==> config.mk <==
export PLATFORM = sky130hd
export DESIGN_NAME = alarm_multi_controller
export DESIGN_NICKNAME = d
export VERILOG_FILES = /design/src/rtl/alarm_pkg.sv /design/src/rtl/alarm_match_arbiter.sv /design/src/rtl/alarm_multi_controller.sv
export SDC_FILE = /design/constraint.sdc
export NUM_CORES = 1
export LEC_CHECK = 0
export BUFFER_PORTS_ARGS = -buffer_cell sky130_fd_sc_hd__buf_2
export CAP_MARGIN = 25
export CORE_ASPECT_RATIO = 0.7
export CORE_MARGIN = 2
export CORE_UTILIZATION = 40
export CTS_CLUSTER_SIZE = 12
export DETAILED_ROUTE_END_ITERATION = 7
export GPL_TIMING_DRIVEN = 0
export PLACE_DENSITY = 0.65
export SETUP_SLACK_MARGIN = 0.15
export SLEW_MARGIN = 10
export SYNTH_ARGS = -nofsm -noshare
export SYNTH_HDL_FRONTEND = slang
export SYNTH_SLANG_ARGS = --single-unit
==> constraint.sdc <==
create_clock -name i_Clk -period 2.6 [get_ports i_Clk]
set_input_delay 0.52 -clock i_Clk [delete_from_list [all_inputs] [get_ports i_Clk]]
set_output_delay 0.52 -clock i_Clk [all_outputs]
set_load 0.05 [all_outputs]
==> src/rtl/alarm_pkg.sv <==
// Shared types and constants for the alarm controller slice: FSM state encoding,
// display-mode codes and the common counter width.
package alarm_pkg;

    localparam int CNT_W = 6;

    localparam logic [1:0] DISP_TIME     = 2'd0;
    localparam logic [1:0] DISP_ALARM    = 2'd1;
    localparam logic [1:0] DISP_SET_TIME = 2'd2;

    typedef enum logic [1:0] {
        IDLE    = 2'd0,
        RINGING = 2'd1,
        SNOOZE  = 2'd2
    } state_t;

endpackage

==> src/rtl/alarm_match_arbiter.sv <==
// Per-channel alarm compare with rising-edge detection and a lowest-index
// priority encoder, so each match fires at most once while the time holds.
module alarm_match_arbiter #(
    parameter int NUM_ALARMS = 2,
    parameter int TIME_W     = 16,
    parameter int IDX_W      = 1
) (
    input  logic                         clk,
    input  logic                         reset,
    input  logic [TIME_W-1:0]            cur_time,
    input  logic [NUM_ALARMS*TIME_W-1:0] alarm_time,
    input  logic [NUM_ALARMS-1:0]        enable,
    input  logic                         change_time,
    output logic                         trigger_valid,
    output logic [IDX_W-1:0]             trigger_idx
);

    logic [NUM_ALARMS-1:0] match;
    logic [NUM_ALARMS-1:0] match_prev;
    logic [NUM_ALARMS-1:0] trigger;

    always_comb begin
        match = '0;
        for (int k = 0; k < NUM_ALARMS; k++) begin
            match[k] = enable[k] && (cur_time == alarm_time[k*TIME_W +: TIME_W]) && !change_time;
        end
    end

    // History resets to all ones so a time already matching at reset release is not an edge.
    always_ff @(posedge clk) begin
        if (reset) begin
            match_prev <= '1;
        end else begin
            match_prev <= match;
        end
    end

    assign trigger = match & ~match_prev;

    always_comb begin
        trigger_valid = |trigger;
        trigger_idx   = '0;
        for (int k = NUM_ALARMS - 1; k >= 0; k--) begin
            if (trigger[k]) begin
                trigger_idx = IDX_W'(k);
            end
        end
    end

endmodule

==> src/rtl/alarm_multi_controller.sv <==
// Master alarm controller: display-mode selection plus a ring/snooze/dismiss FSM
// shared by NUM_ALARMS channels, paced by the timekeeper's minute strobe.
module alarm_multi_controller
    import alarm_pkg::*;
#(
    parameter int  NUM_ALARMS       = 2,
    parameter int  TIME_W           = 16,
    parameter int  SNOOZE_MIN       = 9,
    parameter int  MAX_SNOOZES      = 3,
    parameter int  RING_TIMEOUT_MIN = 10,
    localparam int IDX_W            = $clog2((NUM_ALARMS > 2) ? NUM_ALARMS : 2)
) (
    input  logic                         i_Clk,
    input  logic                         i_Reset,
    input  logic                         i_Change_Time,
    input  logic                         i_Change_Alarm,
    input  logic [IDX_W-1:0]             i_Alarm_Sel,
    input  logic [NUM_ALARMS-1:0]        i_Alarm_Enable,
    input  logic                         i_Snooze,
    input  logic                         i_Dismiss,
    input  logic                         i_Minute_Tick,
    input  logic [TIME_W-1:0]            i_Time,
    input  logic [NUM_ALARMS*TIME_W-1:0] i_Alarm_Time,
    output logic [1:0]                   o_Display_Mode,
    output logic [IDX_W-1:0]             o_Display_Alarm_Idx,
    output logic                         o_Alarm_On,
    output logic [IDX_W-1:0]             o_Alarm_Active_Idx,
    output logic                         o_Snoozing,
    output logic [NUM_ALARMS-1:0]        o_Alarm_Enabled
);

    localparam int               EN_W         = 1 << IDX_W;
    localparam logic [IDX_W:0]   NUM_ALARMS_L = (IDX_W + 1)'(NUM_ALARMS);
    localparam logic [CNT_W-1:0] SNOOZE_C     = CNT_W'(SNOOZE_MIN);
    localparam logic [CNT_W-1:0] MAX_SNOOZE_C = CNT_W'(MAX_SNOOZES);
    localparam logic [CNT_W-1:0] TIMEOUT_C    = CNT_W'(RING_TIMEOUT_MIN);

    state_t            state_q, state_d;
    logic [IDX_W-1:0]  active_q, active_d;
    logic [CNT_W-1:0]  snooze_cnt_q, snooze_cnt_d;
    logic [CNT_W-1:0]  timeout_cnt_q, timeout_cnt_d;
    logic [CNT_W-1:0]  snooze_timer_q, snooze_timer_d;
    logic [1:0]        disp_mode_q;
    logic [IDX_W-1:0]  disp_idx_q;
    logic              trigger_valid;
    logic [IDX_W-1:0]  trigger_idx;
    logic [EN_W-1:0]   enable_pad;
    logic              active_enabled;

    alarm_match_arbiter #(
        .NUM_ALARMS (NUM_ALARMS),
        .TIME_W     (TIME_W),
        .IDX_W      (IDX_W)
    ) u_arbiter (
        .clk           (i_Clk),
        .reset         (i_Reset),
        .cur_time      (i_Time),
        .alarm_time    (i_Alarm_Time),
        .enable        (i_Alarm_Enable),
        .change_time   (i_Change_Time),
        .trigger_valid (trigger_valid),
        .trigger_idx   (trigger_idx)
    );

    // Padding keeps the active-channel lookup in range for non power-of-two channel counts.
    assign enable_pad     = EN_W'(i_Alarm_Enable);
    assign active_enabled = enable_pad[active_q];

    always_ff @(posedge i_Clk) begin
        if (i_Reset) begin
            disp_mode_q <= DISP_TIME;
            disp_idx_q  <= '0;
        end else begin
            if (i_Change_Time) begin
                disp_mode_q <= DISP_SET_TIME;
            end else if (i_Change_Alarm) begin
                disp_mode_q <= DISP_ALARM;
            end else begin
                disp_mode_q <= DISP_TIME;
            end
            disp_idx_q <= ({1'b0, i_Alarm_Sel} < NUM_ALARMS_L) ? i_Alarm_Sel : '0;
        end
    end

    always_ff @(posedge i_Clk) begin
        if (i_Reset) begin
            state_q        <= IDLE;
            active_q       <= '0;
            snooze_cnt_q   <= '0;
            timeout_cnt_q  <= '0;
            snooze_timer_q <= '0;
        end else begin
            state_q        <= state_d;
            active_q       <= active_d;
            snooze_cnt_q   <= snooze_cnt_d;
            timeout_cnt_q  <= timeout_cnt_d;
            snooze_timer_q <= snooze_timer_d;
        end
    end

    always_comb begin
        state_d        = state_q;
        active_d       = active_q;
        snooze_cnt_d   = snooze_cnt_q;
        timeout_cnt_d  = timeout_cnt_q;
        snooze_timer_d = snooze_timer_q;
        case (state_q)
            IDLE: begin
                if (trigger_valid) begin
                    state_d       = RINGING;
                    active_d      = trigger_idx;
                    snooze_cnt_d  = '0;
                    timeout_cnt_d = '0;
                end
            end
            RINGING: begin
                if (!active_enabled || i_Dismiss) begin
                    state_d = IDLE;
                end else if (i_Snooze && (snooze_cnt_q < MAX_SNOOZE_C)) begin
                    state_d        = SNOOZE;
                    snooze_cnt_d   = snooze_cnt_q + 1'b1;
                    snooze_timer_d = SNOOZE_C;
                end else if (i_Minute_Tick) begin
                    timeout_cnt_d = timeout_cnt_q + 1'b1;
                    if (timeout_cnt_q + 1'b1 == TIMEOUT_C) begin
                        state_d = IDLE;
                    end
                end
            end
            SNOOZE: begin
                if (!active_enabled || i_Dismiss) begin
                    state_d = IDLE;
                end else if (i_Minute_Tick) begin
                    snooze_timer_d = snooze_timer_q - 1'b1;
                    if (snooze_timer_q == CNT_W'(1)) begin
                        state_d       = RINGING;
                        timeout_cnt_d = '0;
                    end
                end
            end
            default: begin
                state_d = IDLE;
            end
        endcase
    end

    assign o_Display_Mode      = disp_mode_q;
    assign o_Display_Alarm_Idx = disp_idx_q;
    assign o_Alarm_On          = (state_q == RINGING);
    assign o_Snoozing          = (state_q == SNOOZE);
    assign o_Alarm_Active_Idx  = active_q;
    assign o_Alarm_Enabled     = i_Alarm_Enable;

endmodule
==> results.rst, run 1 <==
.. list-table::
   :header-rows: 1

   * - Metric
     - Value
   * - Leftover overflow at the end of global routing
     - 0
   * - Hpwl dp
     - between 3000 and 4000 um
   * - Post-synthesis instance area
     - roughly 1800 sq um
   * - Via count of the first global-routing pass
     - approximately 1700
   * - Global routing usage on met1
     - between 20% and 30%
   * - Clock tree from TritonCTS
     - done
   * - Pin count of the biggest net entering global routing
     - 16
   * - Max Cap Violations
     - 0
   * - Die Y
     - ~60 um
   * - PortBufs
     - 65
   * - Clock transition at the registers of the reported paths
     - 90 ps
   * - Pwr/cell area
     - between 400 and 500 nW/um^2
   * - Post-layout power
     - 0.000908 W
   * - Worst stage delay on the critical path
     - around 380 ps
   * - Maximum ir drop on the vdd rail
     - a little under 200 uV
   * - Tightest slew margin relative to the limit
     - between 60% and 70%
   * - # H-tree levels
     - 1
   * - Nets
     - 352
   * - Critical-path cell list
     - buf_2, xnor2_1, nand4_1, nor3_1, nand3b_1, a31oi_2, o21ai_0
   * - Crit path depth
     - 7
   * - Buffer cell driving the clock tree root
     - sky130_fd_sc_hd__clkbuf_8
   * - Diode count
     - 0
   * - Clock buffer depth
     - 2
   * - Hold/Removal Path Class
     - input pin to register
   * - Grt peak-use layer
     - met2
   * - GRT Resource Usage Total
     - between 10% and 20%
   * - Clock buffer count from CTS
     - 3
   * - Antenna-violating nets left
     - 0
   * - Number of vias per cell after detailed routing
     - about 5
   * - Count of state elements after synthesis
     - 26
   * - Leading cell type in the layout, fill and taps excluded
     - sky130_fd_sc_hd__buf_2
   * - Power share of the sequential group
     - between 40 and 50%
   * - Share of post-route cells with drive strength above 1
     - between 20% and 30%
   * - Bufs and invs on worst path
     - 1
   * - Ratio of final minimum period to clock period
     - approximately three quarters
   * - Final number of max-transition violations
     - 0
   * - R2R Setup Slk
     - 710 ps
   * - Asr flop ratio synth
     - 0%
   * - Count of pins on the block boundary
     - 66
   * - Net Count, Synth
     - 282
   * - Post-synth EDFFs
     - 0
   * - Clock period minus final worst setup slack
     - 1960 ps
   * - Router iterations before antenna repair
     - 5
   * - Post-CTS repair timing setup buffer count
     - 0
   * - Number of hold-repair buffers added at the cts stage
     - 0
   * - Layout Area Growth over Synthesis
     - 26.0%
   * - Wire length after detailed routing
     - between 4000 and 5000 um
   * - Detailed-route wire length per cell
     - 12.7 um
   * - Final core utilization
     - a little over half
   * - Number of design rule violations left after detail routing
     - 0
   * - Placement Setup Slack
     - around 430 ps
   * - Quantity of gates resized following cts
     - 0
   * - Worst EP required
     - approximately 2700 ps
   * - Via count of the routed design
     - 1753
   * - Max Fclk
     - about 0.51 GHz
   * - RR Endpoint
     - timeout_cnt_q[5]
   * - Gate count of the mapped netlist
     - around 220
   * - Initial core utilization
     - slightly above 40%
   * - Category of the most critical setup path
     - input pin to register
   * - Run status
     - complete, no violations
   * - Slew at the pin closest to its max-slew limit
     - around 560 ps
   * - Net switching power
     - between 0.0002 and 0.00025 W
   * - Share of power burned in the clock network
     - 37.0%
   * - Setup-failing EPs final
     - 0
   * - Highest net fanout along the worst path
     - 5
   * - Type of destination of the critical path
     - register
   * - Portion of total power attributed to combinational logic
     - roughly a fifth
   * - Smallest setup slack after layout
     - 635 ps
   * - Number of antenna violations at the first check in global routing
     - 0
   * - Arr. time, crit path
     - 2100 ps
   * - RSZ-0062 raised after global routing
     - no
   * - Source-to-sink clock delay at the later pin of the worst-skew pair
     - about 270 ps
   * - Switching part of the total
     - between 20 and 25%
   * - Setup TNS after final layout
     - 0 ps
   * - Min-Delay Endpoint
     - o_Display_Mode[0]
   * - Count of distinct cell types in the synthesized netlist
     - 46
   * - FF-to-FF Start
     - o_Alarm_Active_Idx
   * - Number of failing hold endpoints at the final stage
     - 0
   * - Most instantiated flip-flop cell in the synthesis netlist
     - sky130_fd_sc_hd__dfxtp_1
   * - Final Skew
     - 7.69 ps
   * - Area of the placeable core
     - approximately 4300 sq um
   * - Total number of yosys warnings
     - 0
   * - Critical-path top delay cell
     - sky130_fd_sc_hd__a31oi_2
   * - Count of routing violations after the opening detailed-route iteration
     - 123
   * - Worst Hold Path Cells
     - 2
   * - Avg Cell Area, Syn
     - about 8.2 sq um
   * - Die X
     - between 80 and 90 um
   * - Internal
     - a little under 0.0007 W
   * - Total Die Area
     - 5030 sq um
   * - Met3 demand-to-capacity share in global routing
     - 4.70%
   * - Sequential area share after synthesis
     - approximately 29%
   * - Cell leakage power
     - 0.952 nW
   * - Rows
     - 20
   * - Commonest non-fill, non-tap cells in the layout
     - 65 x sky130_fd_sc_hd__buf_2, 26 x sky130_fd_sc_hd__dfxtp_1, 20 x sky130_fd_sc_hd__xnor2_1, 20 x sky130_fd_sc_hd__nor2_1, 19 x sky130_fd_sc_hd__nand2_1
   * - Routability congestion estimate
     - 0.871
   * - Number of cells traversed by the worst register-to-register path
     - 6
   * - Wire length of the first global-routing pass
     - ~7400 um
   * - Total clock sinks
     - 26
   * - Global routing usage on met2
     - between 20% and 30%
   * - Startpoint of the lowest-slack hold path
     - i_Change_Time
   * - CP delay by family, top
     - simple AND/OR/NAND/NOR gates
   * - CP Launch Type
     - input pin
[synth_stat cells, types with 2 or more instances]
cell,n,area share [%]
sky130_fd_sc_hd__nand4_1,6,2.1
sky130_fd_sc_hd__nor3_1,6,1.7
sky130_fd_sc_hd__and3_1,3,1.0
sky130_fd_sc_hd__xor2_1,17,8.3
sky130_fd_sc_hd__nand3_1,7,2.0
sky130_fd_sc_hd__ha_1,5,3.5
sky130_fd_sc_hd__dfxtp_1,26,29
sky130_fd_sc_hd__or2_2,2,0.70
sky130_fd_sc_hd__nand4b_1,4,2.0
sky130_fd_sc_hd__o21ai_0,8,2.2
sky130_fd_sc_hd__a211oi_1,3,1.3
sky130_fd_sc_hd__nor2_2,2,0.70
sky130_fd_sc_hd__nand2_1,19,4.0
sky130_fd_sc_hd__nor2b_1,7,2.4
sky130_fd_sc_hd__o311a_1,2,1.1
sky130_fd_sc_hd__a21oi_1,12,3.4
sky130_fd_sc_hd__nor4_1,4,1.4
sky130_fd_sc_hd__clkbuf_1,2,0.42
sky130_fd_sc_hd__xnor2_1,20,9.8
sky130_fd_sc_hd__and2_1,4,1.4
sky130_fd_sc_hd__buf_4,2,0.84
sky130_fd_sc_hd__nand2b_1,3,1.0
sky130_fd_sc_hd__or3_1,2,0.70
sky130_fd_sc_hd__nor4_4,2,2.4
sky130_fd_sc_hd__inv_1,11,2.3
sky130_fd_sc_hd__nor2_1,20,4.2
[final cells by class]
| type | count | area, sq um |
|---|---|---|
| buffer | 5 | 33.8 |
| clock buffer | 3 | 41.3 |
| clock inverter | 1 | 30.0 |
| fill | 441 | 2080 |
| inverter | 11 | 41.3 |
| multi-input combinational | 177 | 1190 |
| sequential | 26 | 520 |
| tap | 55 | 68.8 |
| timing repair buffer | 65 | 325 |
[how the worst max path moves through the flow]
stage | from | endpoint | slack (ps)
final | i_Time[9] | timeout_cnt_q[5] | 640
after global routing | i_Time[9] | timeout_cnt_q[5] | 550
after CTS | i_Time[13] | timeout_cnt_q[5] | 660
after detailed placement | i_Time[13] | timeout_cnt_q[5] | 430
after global placement | i_Time[9] | timeout_cnt_q[5] | 430
after floorplan | o_Alarm_Active_Idx | snooze_timer_q[5] | 700
[logic make-up (layout without fill, tap and decap cells)]
group | count (synthesis) | count (layout) | share of synthesized area, %
muxes | 2 | 2 | 1.19
DFF | 26 | 26 | 29.1
adders and majority gates | 5 | 5 | 3.50
buffers and inverters | 16 | 85 | 4.20
xor gates and xnor gates | 37 | 37 | 18.1
AOI/OAI and AO/OA | 36 | 36 | 13.3
and+or+nand+nor | 97 | 97 | 30.6
[power groups by stage]
stage | combinational, W | clock [W] | sequential [W]
2_1_floorplan | 0.0000824 | 0 | 0.000420
3_3_place_gp | 0.000167 | 0 | 0.000412
3_5_place_dp | 0.000169 | 0 | 0.000412
4_1_cts | 0.000169 | 0.000343 | 0.000403
5_1_grt | 0.000186 | 0.000362 | 0.000404
6_report | 0.000169 | 0.000336 | 0.000403
[layer usage]
metal,vias up,share of wire (%)
li1,905,-
met1,804,51
met2,44,42
met3,0,7.1
met5,-,0
met4,0,0
[per-stage QoR]
step | area (sq um) | instances | hold WS (ps)
floorplan | 1790 | 219 | 446
finish | 2250 | 343 | 443
CTS | 2250 | 343 | 442
global route | 2250 | 343 | 438
detailed placement | 2180 | 339 | 471
global placement | 2180 | 339 | 458
[registers in the layout, summed over array words and instances (netlist names)]
| signal | cells |
|---|---|
| o_Alarm_Active_Idx | 1 |
| timeout_cnt_q | 6 |
| o_Display_Mode | 2 |
| o_Display_Alarm_Idx | 1 |
| state_q | 2 |
| u_arbiter.match_prev | 2 |
| snooze_cnt_q | 6 |
| snooze_timer_q | 6 |
Power figures use the tool's default switching activity.
==> inputs of run 2 (changes only) <==
==> constraint.sdc (replaced) <==
create_clock -name i_Clk -period 1.86 [get_ports i_Clk]
set_input_delay 0.372 -clock i_Clk [delete_from_list [all_inputs] [get_ports i_Clk]]
set_output_delay 0.372 -clock i_Clk [all_outputs]
set_load 0.05 [all_outputs]
==> run 2 against run 1 <==
  * Sequential share of layout area down 0.85 points
  * Design area up 5.6%
  * Critical path depth down 4
  * Critical path type is now register to output port
  * Critical endpoint is now o_Alarm_On
==> results.rst, run 2 (same netlist as run 1, synthesis figures left out) <==
.. list-table::
   :header-rows: 1

   * - Metric
     - Value
   * - Run status
     - complete, no violations
   * - Smallest setup slack after layout
     - about 170 ps
   * - Wire length after detailed routing
     - 4470 um
   * - Count of pins on the block boundary
     - between 60 and 70
   * - Number of failing hold endpoints at the final stage
     - 0
   * - Post-layout power
     - 0.00129 W
   * - Placement Setup Slack
     - -158 ps
   * - Met3 demand-to-capacity share in global routing
     - under 10%
   * - Antenna-violating nets left
     - 0
   * - Total clock sinks
     - 26
   * - Grt peak-use layer
     - met2
   * - Ratio of final minimum period to clock period
     - about nine tenths
   * - Arr. time, crit path
     - ~1300 ps
   * - Max Cap Violations
     - 0
   * - Leftover overflow at the end of global routing
     - 0
   * - Final Skew
     - 8.27 ps
   * - Router iterations before antenna repair
     - 4
   * - Total Die Area
     - 5030 sq um
   * - Setup-failing EPs final
     - 0
   * - Via count of the routed design
     - roughly 1700
   * - Global routing usage on met2
     - 29.7%
   * - Detailed-route wire length per cell
     - roughly 13 um
   * - Post-route standard cell area excluding fillers
     - roughly 2400 sq um
   * - Max Fclk
     - 0.592 GHz
   * - RSZ-0062 raised after global routing
     - yes
   * - CP Launch Type
     - register
   * - Diode count
     - 0
   * - Rows
     - 20
   * - GRT Resource Usage Total
     - between 10% and 20%
   * - Clock buffer depth
     - 2
   * - Slew at the pin closest to its max-slew limit
     - around 610 ps
   * - Clock period minus final worst setup slack
     - approximately 1700 ps
   * - Share of post-route cells with drive strength above 1
     - 35.7%
   * - Placement-stage cell area
     - about 2200 sq um
   * - Maximum ir drop on the vdd rail
     - around 340 uV
   * - Final number of max-transition violations
     - 0
   * - Number of antenna violations at the first check in global routing
     - 0
   * - Hold/Removal Path Class
     - input pin to register
   * - Routability congestion estimate
     - between 0.8 and 0.9
   * - Commonest non-fill, non-tap cells in the layout
     - 65 x sky130_fd_sc_hd__buf_2, 23 x sky130_fd_sc_hd__dfxtp_1, 20 x sky130_fd_sc_hd__xnor2_1, 20 x sky130_fd_sc_hd__nor2_1, 18 x sky130_fd_sc_hd__nand2_1
   * - Highest net fanout along the worst path
     - 5
   * - Pwr/cell area
     - 541 nW/um^2
   * - Source-to-sink clock delay at the later pin of the worst-skew pair
     - 280 ps
   * - Initial core utilization
     - about two fifths
   * - PortBufs
     - 65
   * - Layout Area Growth over Synthesis
     - 33.0%
   * - Category of the most critical setup path
     - register to output port
   * - Pin count of the biggest net entering global routing
     - 16
   * - R2R Setup Slk
     - 210 ps
   * - Tightest slew margin relative to the limit
     - between 50 and 60%
   * - Die Y
     - 59.9 um
   * - Worst EP required
     - 1490 ps
   * - Die X
     - between 80 and 90 um
   * - Number of design rule violations left after detail routing
     - 0
   * - Wire length of the first global-routing pass
     - 7490 um
   * - Via count of the first global-routing pass
     - between 1500 and 2000
   * - Top flop regs
     - snooze_cnt_q x6, snooze_timer_q x6, timeout_cnt_q x6
   * - Global routing usage on met1
     - approximately 25%
   * - Number of vias per cell after detailed routing
     - ~5.0
   * - Clock transition at the registers of the reported paths
     - around 100 ps
   * - Clock tree from TritonCTS
     - done
   * - Nets
     - between 300 and 400
   * - Cell leakage power
     - 0.962 nW
   * - Area of the placeable core
     - roughly 4300 sq um
   * - Hpwl dp
     - roughly 3500 um
   * - Count of routing violations after the opening detailed-route iteration
     - 108
   * - # H-tree levels
     - 1
   * - Type of destination of the critical path
     - output port
   * - Leading cell type in the layout, fill and taps excluded
     - sky130_fd_sc_hd__buf_2
   * - Clock buffer count from CTS
     - 3
   * - Buffer cell driving the clock tree root
     - sky130_fd_sc_hd__clkbuf_8
run 2: worst paths after layout:
kind / from / cells past startpoint / end
worst max-delay path: state_q[1] / 3 / o_Alarm_On
worst min-delay path: i_Change_Time / 2 / o_Display_Mode[0]
worst max register to register: o_Alarm_Active_Idx / 6 / timeout_cnt_q[5]
worst min register to register: snooze_cnt_q[1] / 1 / snooze_cnt_q[1]
run 2: worst max-delay path: stages, from the launching register on:
cell                         delay [ps]
sky130_fd_sc_hd__dfxtp_1            450
sky130_fd_sc_hd__nand2b_2           230
sky130_fd_sc_hd__clkinvlp_4         130
sky130_fd_sc_hd__buf_2              220
run 2: routing by layer:
| metal | share of wire, % | wire length [um] |
|---|---|---|
| met1 | 50 | 2220 |
| met2 | 43 | 1940 |
| met3 | 6.3 | 280 |
| met4 | 0.67 | 30 |
| met5 | 0 | 0 |
run 2: final cells by class:
| class | instances | area, sq um |
|---|---|---|
| timing repair buffer | 68 | 348 |
| clock inverter | 1 | 30.0 |
| tap | 55 | 68.8 |
| clock buffer | 3 | 41.3 |
| fill | 407 | 1950 |
| sequential | 26 | 529 |
| buffer | 5 | 33.8 |
| multi-input combinational | 177 | 1280 |
| inverter | 11 | 48.8 |
run 2: timing repair:
item	CTS	global route
pin swaps	2	5
resized for setup	8	14
hold buffers	0	0
buffers inserted	1	2
endpoints found under the setup margin	7	18
run 2: per-stage QoR:
step / hold WS, ps / util, % / TNS (ps) / cells
2_1_floorplan: 446 / - / 0 / 219
3_3_place_gp: 457 / 50.6 / -897 / 339
3_5_place_dp: 462 / 50.6 / -1020 / 339
4_1_cts: 277 / 52.9 / 0 / 344
5_1_grt: 277 / 54.9 / 0 / 346
6_report: 276 / 54.9 / 0 / 346
run 2: report_power, final:
group          internal [W]  switching, W  total, W
Sequential         0.000559    0.00000161  0.000560
Clock              0.000289      0.000189  0.000478
Combinational      0.000111      0.000138  0.000249
